`config.mk`:
```
export PLATFORM = sky130hd
export DESIGN_NAME = sat_counter
export DESIGN_NICKNAME = d
export VERILOG_FILES = /design/src/rtl/uart_msg_checker_sat_counter.sv
export SDC_FILE = /design/constraint.sdc
export NUM_CORES = 1
export LEC_CHECK = 0
export BUFFER_PORTS_ARGS = -buffer_cell sky130_fd_sc_hd__buf_2
export CAP_MARGIN = 10
export CORE_MARGIN = 2
export CORE_UTILIZATION = 45
export DETAILED_ROUTE_END_ITERATION = 10
export GPL_TIMING_DRIVEN = 0
export PLACE_DENSITY_LB_ADDON = 0.15
export SKIP_CTS_REPAIR_TIMING = 1
export SLEW_MARGIN = 10
export SYNTH_ARGS = -nofsm -noshare
export SYNTH_HDL_FRONTEND = slang
export SYNTH_SLANG_ARGS = --single-unit
```
`constraint.sdc`:
```
create_clock -name clk -period 2.45 [get_ports clk]
set_input_delay 0.3675 -clock clk [delete_from_list [all_inputs] [get_ports clk]]
set_output_delay 0.3675 -clock clk [all_outputs]
set_load 0.01 [all_outputs]
```
`src/rtl/uart_msg_checker_sat_counter.sv`:
```
// Saturating up-counter used for the good and bad message tallies.
// Holds at all-ones instead of wrapping.
module sat_counter #(
  parameter int W = 16
) (
  input  logic         clk,
  input  logic         reset,
  input  logic         inc,
  output logic [W-1:0] count
);

  // Count one step per inc pulse, sticking at the maximum value.
  always_ff @(posedge clk) begin
    if (reset) begin
      count <= '0;
    end else if (inc && (count != {W{1'b1}})) begin
      count <= count + 1'b1;
    end
  end

endmodule

```
---- Word-level counts from Yosys, hierarchy flattened ----
Cells that the tools add are included.
Widths: inputs -> output; s select.
storage, ports and cells
  output and inout bits ................... 16
  flip-flop bits (word level) ............. 16
  logic and storage cells ................. 4
  bits of input ports ..................... 3
operators by class
  equal/unequal tests ..................... 1
  add/subtract/negate cells ............... 1
  reductions and logical operators ........ 1
operators with widths
  operator               count
  $add 16x1->16 const B  1
  $ne 16x16->1 const B   1
  $logic_and 1x1->1      1

---- Logic depth before layout (Yosys ltp) ----
  word-level depth ........................ 2
  gate-level depth with buffers ........... 6
  depth with buffers taken out ............ 5

---- Worst setup path before layout ----
OpenSTA, ideal clock, no wires.
  path type ............................... register to register
  from .................................... reg count[5]
  to ...................................... reg count[15]
  stages on the path, launching flop included .. 5
  library setup time ...................... 70 ps
  data arrival time ....................... 1590 ps
  data required time ...................... 2380 ps
  clock period less this slack ............ 1660 ps
  buffers on the path ..................... 0
  path slack .............................. 790 ps
  path through ............................ dfxtp_1 nand4_4 or4_1 or4_1 a21oi_1
between the ends
  word-level cells in the longest chain between the ends .. 2
  elaborated cells on any way between the ends .. 3
  classes of those cells .................. 1 x add/sub; 1 x eq/ne; 1 x reduce/logical
RTL lines
  what                                                                   RTL line  RTL
  start, declared                                                        9         output logic [W-1:0] count
  start signal, assigned                                                 17        count <= count + 1'b1;
  parallel branches: the longest is 2 deep, another holds $add 16x1->16  n/a
Parallel ways; which one is timed is not known.
A chain may end at the register's enable or synchronous reset.

---- Final worst setup path ----
  from .................................... reg count[0]
  to ...................................... reg count[1]
Same word-level chain as after synthesis.

==> flow_summary.yaml <==
worst_hold_path:
  min_to: "count[1]"
  worst_hold_path_type: "input pin to register"
  worst_hold_startpoint: "inc"
  worstHoldPathCells: 3
worst_setup_path:
  critical_path.max_fanout: 10
  critical_path_s_slowest_cell: "dfxtp_1"
  cp_cell_sequence: "ha_1 -> nand3_1 -> nor4_4 -> buf_2 -> nand3b_1 -> a21oi_1"
  worst-endpoint-arrival_ns: 2.01
  critical_path.endpoint_type: "register"
  timing.rr.start: "count[0]"
  cp_num_buf_inv: 1
  required_ns: 2.62
  critical_path.reg2reg.endpoint: "count[1]"
  worst_path_dominant_cell_family: "simple AND/OR/NAND/NOR gates"
  crit_path_max_incr_delay_ns: 0.41
  path_class: "register to register"
  instance_count_on_the_critical_path: 6
  r2r_cells: 6
  timing.reg2reg.setup_slack_ns: 0.61
  worst_setup_path_start_kind: "register"
grt:
  overflow: 0
  first_global_vias: 673
  first_pass_grt_wire_length_um: 3056
  grt_start_max_net_pins: 11
  number_of_antenna_violations_at_the_first_check_in_global_routing: 0
  gr-usage-all-layers_pct: 19.43
sta:
  timing.final.max_slew_violations: 0
  worst_slew_margin_rel_pct: 57.49
  setup_viol_count_final: 0
  final-hold-violation-count: 0
  timing.hold.ws_ns: 0.3970
  grt_setup_unrepaired: "no"
  achievable-frequency_mhz: 543.1
  fin_crit_sh_pct: 75.15
  totalNegativeSetupSlack_ns: 0
  period_needed_ns: 1.841
  skew_ns: 0.004656
  tightest_slew_ns: 0.6294
place:
  detailed_place_hpwl_um: 1460
  gp_congestion: 0.8504
  buffer_ports.inserted: 17
power:
  static-leakage-power_nw: 0.3790
  vdd.ir_drop.worst_uv: 364.4
  power-per-cell-area_mw_per_mm2: 461.0
detailed_routing:
  drt_first_iter_violations: 24
  detail_route.first_pass.iterations: 4
  drt.antenna.violating_nets: 0
  drc: 0
  routed_wire_length_per_instance_um: 13.79
  drt_wl_total_um: 2000
  post_drt_via_cell_ratio: 5.938
  route.vias.total: 861
synth:
  yosys.cell_types.count: 31
  synth_area_per_cell_um2: 8.569
  synth_most_common_cell: "dfxtp_1"
  postSynthRegisterBits: 16
  synth_warnings: 0
  synthFlopType: "dfxtp_1"
  synth-edff-count: 0
  ys_async_sr_fraction_pct: 0
  synthCells: 99
  post_synth_instance_area_um2: 848.3
  synth.yosys.seq_area_share_pct: 37.76
  syn_nets: 103
  synth_largest_area_cell: "dfxtp_1"
  synth_top_cell_area_share_pct: 37.76
  synth_top_cells_by_count: "16 x dfxtp_1, 10 x a21oi_1, 7 x or4_1"
  synth_top_cells_by_area: "dfxtp_1 38%, or4_1 6.2%, a21oi_1 5.9%"
layout:
  diodes: 0
  net_count_of_the_finished_layout: 125
  flip_flop_count_of_the_largest_register_after_layout: 16
  ratio_of_cells_with_drive_above_1_in_the_final_layout_pct: 21.67
  synthToLayoutAreaGrowth_pct: 17.99
  filler_cell_count: 184
  largest-register: "count"
  top_regs: "count: 16 flops"
clock_network:
  cts_buffer_depth: 2
  cts.root.buffer_cell: "clkbuf_4"
  h_tree_depth: 1
  cts_num_sinks: 16
  numCtsBuffers: 3
  clk_latency_ns: 0.29
  worst_setup_hold_path_clk_slew_ns: 0.10
  tritoncts: "done"
die:
  rows: 15
  die_x_um: 47.42
  die_outline_area_mm2: 0.002249
  core_area_mm2: 0.001745
  floorplan.die.height_um: 47.42
  io_pins: 19
  starting_utilization_of_the_core_area_pct: 48.60
job:
  drv.max_cap_violation_count: 0
outcome:
  status: "completed"
cells by family (layout without fill, tap and decap cells):
group	after synthesis	in the layout	share of synthesized area, %
buffers and inverters	7	28	3.244
AND/OR/NAND/NOR	48	48	36.43
adder cells (fa/ha/maj)	1	1	1.475
XOR/XNOR	2	2	2.065
multiplexers	2	2	2.507
flip-flops	16	16	37.76
AO/OA/AOI/OAI	23	23	16.52
worst max path at each step:
stage / start / to
floorplan: count[5] / count[15]
global placement: count[0] / count[1]
detailed placement: count[0] / count[1]
CTS: count[0] / count[1]
global route: count[0] / count[1]
finish: count[0] / count[1]
where the power goes:
part           total [mW]  switching [mW]  internal, mW
logic              0.0181          0.0118       0.00630
clock network       0.178          0.0874        0.0905
registers           0.265         0.00305         0.262
total               0.461           0.102         0.359
final cells by class:
class	instances	area, µm²	area share (%)
sequential	16	320.3	32.00
clock buffer	4	36.28	3.625
inverter	3	11.26	1.125
multi-input combinational	76	500.5	50.00
buffer	4	16.27	1.625
tap	25	31.28	3.125
timing repair buffer	17	85.08	8.500
layer usage:
| layer | part of all wire [%] | vias up | global-route usage, % |
|---|---|---|---|
| li1 | - | 424 | - |
| met1 | 48 | 409 | 25.93 |
| met2 | 45 | 21 | 29.73 |
| met3 | 4.6 | 7 | 4.528 |
| met4 | 2.2 | 0 | 8.889 |
| met5 | 0 | - | 0 |
stage by stage:
| stage | total power, mW | worst slack (ns) | area (µm²) | instances | util [%] |
|---|---|---|---|---|---|
| 2_1_floorplan | 0.2817 | 0.7902 | 848.3 | 99 | - |
| 3_3_place_gp | 0.2887 | 0.6883 | 964.7 | 141 | 55.27 |
| 3_5_place_dp | 0.2896 | 0.6371 | 964.7 | 141 | 55.27 |
| 4_1_cts | 0.4648 | 0.6023 | 1001 | 145 | 57.35 |
| 5_1_grt | 0.4752 | 0.4304 | 1001 | 145 | 57.35 |
| 6_report | 0.4614 | 0.6088 | 1001 | 145 | 57.35 |
cells in the final DEF, fill, tap and decap left out, drive strengths merged, types with 2 or more instances in the layout:
cell type / instances
dfxtp: 16
o21ai: 4
or4: 7
xnor2: 2
and4: 3
nand3: 6
nand4: 4
nor3: 4
or3: 3
nand2: 7
clkbuf: 6
nor2b: 2
a21oi: 10
nor2: 6
nor4: 3
inv: 3
o31ai: 6
buf: 19
worst reg2reg max path, cell delays in order (launching register included):
cell	delay, ns
dfxtp_1	0.41
ha_1	0.25
nand3_1	0.16
nor4_4	0.40
buf_2	0.31
nand3b_1	0.13
a21oi_1	0.06
(Power assumes the default switching activity.)
